<file path="src/rtl/ay_bus_pkg.sv">
// Shared types and constants for the dual-PSG bus sequencer.
package ay_bus_pkg;

  typedef enum logic [2:0] {
    IDLE,
    SEL,
    SEL_GAP,
    ADDR,
    ADDR_GAP,
    DATA,
    DATA_GAP
  } state_t;

  // {bdir, bc1} phase codes
  localparam logic [1:0] PH_ADDR  = 2'b11;
  localparam logic [1:0] PH_WRITE = 2'b10;
  localparam logic [1:0] PH_READ  = 2'b01;
  localparam logic [1:0] PH_IDLE  = 2'b00;

  localparam logic [6:0] CHIP_SEL_PREFIX = 7'b1111111;

  typedef struct packed {
    logic       chip;
    logic       write;
    logic [3:0] reg_num;
    logic [7:0] data;
  } req_t;

endpackage

</file>
<file path="src/rtl/ay_req_fifo.sv">
// Request queue: synchronous FIFO with async reset, push ignored when full, pop ignored when empty.
module ay_req_fifo #(
  parameter int unsigned WIDTH = 14,
  parameter int unsigned DEPTH = 4
) (
  input  logic             clk7,
  input  logic             reset_n,
  input  logic             push,
  input  logic             pop,
  input  logic [WIDTH-1:0] wdata,
  output logic [WIDTH-1:0] rdata,
  output logic             full,
  output logic             empty
);

  localparam int unsigned AW = $clog2(DEPTH);
  localparam logic [AW:0] DEPTH_C = DEPTH[AW:0];

  logic [WIDTH-1:0] mem [DEPTH];
  logic [AW-1:0]    wr_ptr;
  logic [AW-1:0]    rd_ptr;
  logic [AW:0]      count;
  logic             do_push;
  logic             do_pop;

  assign full    = (count == DEPTH_C);
  assign empty   = (count == '0);
  assign do_push = push & ~full;
  assign do_pop  = pop & ~empty;
  assign rdata   = mem[rd_ptr];

  always_ff @(posedge clk7) begin
    if (do_push) mem[wr_ptr] <= wdata;
  end

  always_ff @(posedge clk7 or negedge reset_n) begin
    if (!reset_n) begin
      wr_ptr <= '0;
      rd_ptr <= '0;
      count  <= '0;
    end else begin
      if (do_push) wr_ptr <= wr_ptr + 1'b1;
      if (do_pop)  rd_ptr <= rd_ptr + 1'b1;
      case ({do_push, do_pop})
        2'b10:   count <= count + 1'b1;
        2'b01:   count <= count - 1'b1;
        default: count <= count;
      endcase
    end
  end

endmodule

</file>
<file path="src/rtl/ay_bus_sequencer.sv">
// Bus initiator for a TurboSound PSG pair: turns queued register requests into
// stretched bdir/bc1/data phases, inserting a chip-select write on chip change.
module ay_bus_sequencer
  import ay_bus_pkg::*;
#(
  parameter int unsigned HOLD_CYCLES = 4,
  parameter int unsigned GAP_CYCLES  = 1,
  parameter int unsigned FIFO_DEPTH  = 4
) (
  input  logic       clk7,
  input  logic       reset_n,
  input  logic       req_valid,
  output logic       req_ready,
  input  logic       req_chip,
  input  logic       req_write,
  input  logic [3:0] req_reg,
  input  logic [7:0] req_data,
  output logic       rsp_valid,
  output logic [7:0] rsp_data,
  output logic       bdir,
  output logic       bc1,
  output logic [7:0] bus_dout,
  input  logic [7:0] bus_din,
  input  logic       bus_oe_n,
  output logic       busy
);

  localparam int unsigned TMAX = (HOLD_CYCLES > GAP_CYCLES) ? HOLD_CYCLES : GAP_CYCLES;
  localparam int unsigned TW   = $clog2(TMAX) + 1;
  localparam logic [TW-1:0] HOLD_LOAD = TW'(HOLD_CYCLES - 1);
  localparam logic [TW-1:0] GAP_LOAD  = TW'(GAP_CYCLES - 1);

  state_t        state;
  req_t          req_in;
  req_t          head;
  req_t          work;
  logic          cur_chip;
  logic [TW-1:0] timer;
  logic          timer_done;
  logic          fifo_full;
  logic          fifo_empty;
  logic          push;
  logic          pop;

  assign req_in     = {req_chip, req_write, req_reg, req_data};
  assign req_ready  = ~fifo_full;
  assign push       = req_valid & ~fifo_full;
  assign pop        = (state == IDLE) & ~fifo_empty;
  assign busy       = (state != IDLE) | ~fifo_empty;
  assign timer_done = (timer == '0);

  ay_req_fifo #(
    .WIDTH($bits(req_t)),
    .DEPTH(FIFO_DEPTH)
  ) u_fifo (
    .clk7    (clk7),
    .reset_n (reset_n),
    .push    (push),
    .pop     (pop),
    .wdata   (req_in),
    .rdata   (head),
    .full    (fifo_full),
    .empty   (fifo_empty)
  );

  always_ff @(posedge clk7 or negedge reset_n) begin
    if (!reset_n) begin
      state     <= IDLE;
      work      <= '0;
      cur_chip  <= 1'b1;
      timer     <= '0;
      bdir      <= 1'b0;
      bc1       <= 1'b0;
      bus_dout  <= '0;
      rsp_valid <= 1'b0;
      rsp_data  <= '0;
    end else begin
      rsp_valid <= 1'b0;
      // Timer free-runs down to zero; phase transitions below reload it.
      if (!timer_done) timer <= timer - 1'b1;

      case (state)
        IDLE: begin
          if (!fifo_empty) begin
            work         <= head;
            timer        <= HOLD_LOAD;
            {bdir, bc1}  <= PH_ADDR;
            if (head.chip != cur_chip) begin
              state    <= SEL;
              bus_dout <= {CHIP_SEL_PREFIX, head.chip};
            end else begin
              state    <= ADDR;
              bus_dout <= {4'h0, head.reg_num};
            end
          end
        end
        SEL: begin
          if (timer_done) begin
            state       <= SEL_GAP;
            {bdir, bc1} <= PH_IDLE;
            timer       <= GAP_LOAD;
            cur_chip    <= work.chip;
          end
        end
        SEL_GAP: begin
          if (timer_done) begin
            state       <= ADDR;
            {bdir, bc1} <= PH_ADDR;
            bus_dout    <= {4'h0, work.reg_num};
            timer       <= HOLD_LOAD;
          end
        end
        ADDR: begin
          if (timer_done) begin
            state       <= ADDR_GAP;
            {bdir, bc1} <= PH_IDLE;
            timer       <= GAP_LOAD;
          end
        end
        ADDR_GAP: begin
          if (timer_done) begin
            state <= DATA;
            timer <= HOLD_LOAD;
            if (work.write) begin
              {bdir, bc1} <= PH_WRITE;
              bus_dout    <= work.data;
            end else begin
              {bdir, bc1} <= PH_READ;
            end
          end
        end
        DATA: begin
          if (timer_done) begin
            state       <= DATA_GAP;
            {bdir, bc1} <= PH_IDLE;
            timer       <= GAP_LOAD;
            if (!work.write) begin
              rsp_valid <= 1'b1;
              rsp_data  <= bus_oe_n ? 8'hFF : bus_din;
            end
          end
        end
        DATA_GAP: begin
          if (timer_done) state <= IDLE;
        end
        default: state <= IDLE;
      endcase
    end
  end

endmodule

</file>
<file path="config.mk">
export PLATFORM = sky130hd
export DESIGN_NAME = ay_bus_sequencer
export DESIGN_NICKNAME = d
export VERILOG_FILES = /design/src/rtl/ay_bus_pkg.sv /design/src/rtl/ay_req_fifo.sv /design/src/rtl/ay_bus_sequencer.sv
export SDC_FILE = /design/constraint.sdc
export NUM_CORES = 1
export LEC_CHECK = 0
export BUFFER_PORTS_ARGS = -buffer_cell sky130_fd_sc_hd__buf_4
export CAP_MARGIN = 20
export CORE_MARGIN = 2
export CORE_UTILIZATION = 35
export DETAILED_ROUTE_END_ITERATION = 16
export PLACE_DENSITY = 0.49
export RECOVER_POWER = 100
export SLEW_MARGIN = 10
export SYNTH_ARGS = -nofsm -noshare
export SYNTH_HDL_FRONTEND = slang
export SYNTH_HIERARCHICAL = 1
export SYNTH_SLANG_ARGS = --single-unit
</file>
<file path="constraint.sdc">
create_clock -name clk7 -period 5.9 [get_ports clk7]
set_clock_uncertainty 0.1 [all_clocks]
set_input_delay 0.295 -clock clk7 [delete_from_list [all_inputs] [get_ports clk7]]
set_output_delay 0.295 -clock clk7 [all_outputs]
set_load 0.005 [all_outputs]
</file>
==> results by group <==
Clock network
  • # clock sinks: 103
  • CTS tree: done
  • CTS Buf Count: 9
  • Worst-case clock buffer depth: 2
  • Root buf cell: clkbuf_16
  • CTS resizes: 0
  • Worst-Skew Late Latency: 0.34 ns
  • H-tree lvl count: 3
  • Worst-path clk slew: 0.07 ns

Logic synthesis
  • Synth Cell Area: 4532 um^2
  • Yosys cell types: 53
  • Syn. warnings: 6
  • Yosys reg bits: 103
  • Syn Area/Cell: 15.06 um^2
  • Gate Count Post-Synth: 301
  • Seq/Total Area, Yosys: 63.09%
  • Syn_nets: 335

Power
  • Power Dens Cells: 517.5 nW/um^2
  • Peak VDD IR: 253.3 uV
  • Pwr Total: 2.694 mW
  • Cell leakage power: 2.081 nW

STA
  • Period utilisation layout: 56.33%
  • Highest Clock Rate: 300.9 MHz
  • # setup viols final: 0
  • RSZ-0062 raised after global routing: no
  • Min Hold Slack: 0.1055 ns
  • Least-Margin Pin Slew: 2.572 ns
  • Hold Vio Cnt, Final: 0
  • Rel. slew slack: -71.45%
  • Final setup margin: 2.576 ns
  • Final count of pins violating max slew: 58
  • Setup TNS: 0 ns
  • Final Critical Period: 3.324 ns

Finish
  • # diodes: 0
  • Fillers: 1,210
  • Area grow syn2layout: 14.88%
  • Final Instance Area: 5206 um^2
  • Core Util, Final: 41.26%
  • Final std cells w/o fill: 523
  • Nets@finish: 380
  • Fraction of layout cells with a size suffix above 1: 19.09%

Route
  • DR DRC count: 0
  • WL per Instance: 15.58 um
  • Vias: 2,472
  • Post-route ant nets: 0
  • WL final: 8150 um
  • Vias per Instance: 4.727
  • Pre-antenna DRT Iters: 4
  • Initial DRC Count: 78

Outcome
  • Failing checks: max-capacitance violations, max-slew violations
  • Status: finished with violations

Placed design
  • Placed standard-cell area: 5004 um^2
  • Post-DP HPWL: 5385 um
  • Pre-CTS WS: 2.475 ns
  • Cells after DPL: 505
  • I/O Buffers: 46
  • Routability cong.: 0.7642

Global routing
  • First-pass GRT wire length: 13,470 um
  • Vias in the first global route: 2,482
  • Largest net degree at the start of global routing: 48
  • Initial antenna violation count: 0
  • Leftover overflow at the end of global routing: 0
  • Total GRT Usage: 12.68%

Die
  • IO Pins: 47
  • Die area: 13,870 um^2
  • Core area: 12,620 um^2
  • Core Rows: 41
  • Die width: 117.8 um
  • DIE HEIGHT: 117.8 um
  • Initial core utilization: 35.91%

Worst setup path
  • WP data required: 6.07 ns
  • Crit end category: flop
  • CP arrival: 3.49 ns
  • CP Max Fanout: 29
  • Worst setup path class: reg -> reg
  • Crit start category: flop

Worst hold path
  • Worst hold path class: in -> reg

Flow run
  • Max cap viols: 2
-- cell usage in the layout (no fill, tap or decap), types with 11 or more instances in the layout --
| master | instances |
|---|---|
| clkbuf_1 | 18 |
| mux2_2 | 11 |
| nor2_1 | 17 |
| inv_1 | 25 |
| clkbuf_4 | 21 |
| mux2i_1 | 16 |
| edfxtp_1 | 56 |
| dfrtp_1 | 46 |
| buf_4 | 11 |
-- layout make-up --
| cell class | instances | area [um^2] | share of cell area (%) |
|---|---|---|---|
| Inverter | 27 | 101.3 | 1.947 |
| Tap cell | 172 | 215.2 | 4.134 |
| Multi-Input combinational cell | 156 | 1429 | 27.45 |
| Sequential cell | 103 | 2859 | 54.91 |
| Clock inverter | 5 | 58.81 | 1.130 |
| Clock buffer | 11 | 232.7 | 4.470 |
| Timing Repair Buffer | 49 | 310.3 | 5.960 |
-- where the power goes --
group	switching (mW)	internal, mW
sequential	0.180	1.01
combinational	0.451	0.467
clock	0.252	0.330
-- Yosys cell counts (all sizes together) --
master  number  area share [%]
o21ai        7            0.77
dfrtp       46              25
nand2        7            0.64
or4b         4            0.88
a211o        1            0.19
a21o         1            0.17
nor4         1            0.47
a31oi        6            0.83
o221ai       1            0.19
a32o         1            0.22
nor3         5            0.55
mux2i       16             3.5
or3          1            0.14
buf         12             1.9
fa           1            0.44
inv         27             2.2
o32ai        1            0.61
nor2        18             1.5
and2         5            0.75
o21bai       4            0.66
o32a         1            0.22
xnor2        4            0.77
dfstp        1            0.58
a22oi        3            0.50
clkbuf       3            0.25
and2b        1            0.17
o211a        1            0.22
ha           7             1.9
xor2         4            0.77
nand3        2            0.22
a22o         1            0.19
mux4        14             7.5
a21oi        7            0.77
and3         1            0.14
edfxtp      56              37
nor2b        6            0.88
mux2        20             5.0
nand2b       1            0.14
o211ai       1            0.17
nor3b        2            0.44
-- routing by layer --
layer / vias up / global-route usage [%] / share of wire [%]
met5: - / 0 / 0
met4: 0 / 4.066 / 0.80
met3: 4 / 4.167 / 4.0
met2: 42 / 19.69 / 48
met1: 1240 / 16.84 / 47
li1: 1186 / - / -
-- logic make-up after synthesis --
family / after synthesis / share of synthesized area, %
DFF: 103 / 63.09
and+or+nand+nor: 54 / 6.958
muxes: 50 / 15.96
buffers and inverters: 42 / 4.362
AOI/OAI and AO/OA: 36 / 5.715
xor gates and xnor gates: 8 / 1.546
adders and majority gates: 8 / 2.374
-- repair_timing --
action | CTS | global route
hold buffers | 1 | 0
buffers inserted | 0 | 0
hold endpoints to repair | 46 | 0
-- critical path, stage by stage, from the launching register on --
cell and delay, ns:
dfrtp_1 0.66, nor4_1 1.10, and2_0 0.30, ha_1 0.20, inv_1 0.07, fa_1 0.43, xor2_1 0.15, nor2_1 0.11
xor2_1 0.14
-- path summary, 6_finish.rpt --
kind,endpoint,slack (ns),depth (start not counted),startpoint
setup / recovery,u_fifo/count[2],2.58,8,state[2]
hold / removal,rsp_data[2],0.11,3,bus_din[2]
setup reg to reg,u_fifo/count[2],2.58,8,state[2]
hold reg to reg,bus_dout[3],0.38,1,bus_dout[3]
max in group asynchronous,bus_dout[4],3.04,2,reset_n
min in group asynchronous,bus_dout[5],1.20,2,reset_n
-- state kept, by name, indices dropped and copies added, names as in the netlist, 2 cells and up --
register and cells:
bus_dout 8, rsp_data 8, work 14, u_fifo/wr_ptr 2
timer 3, u_fifo/rd_ptr 2, u_fifo/count 3, u_fifo/mem 56
state 3
Power figures use the tool's default switching activity.
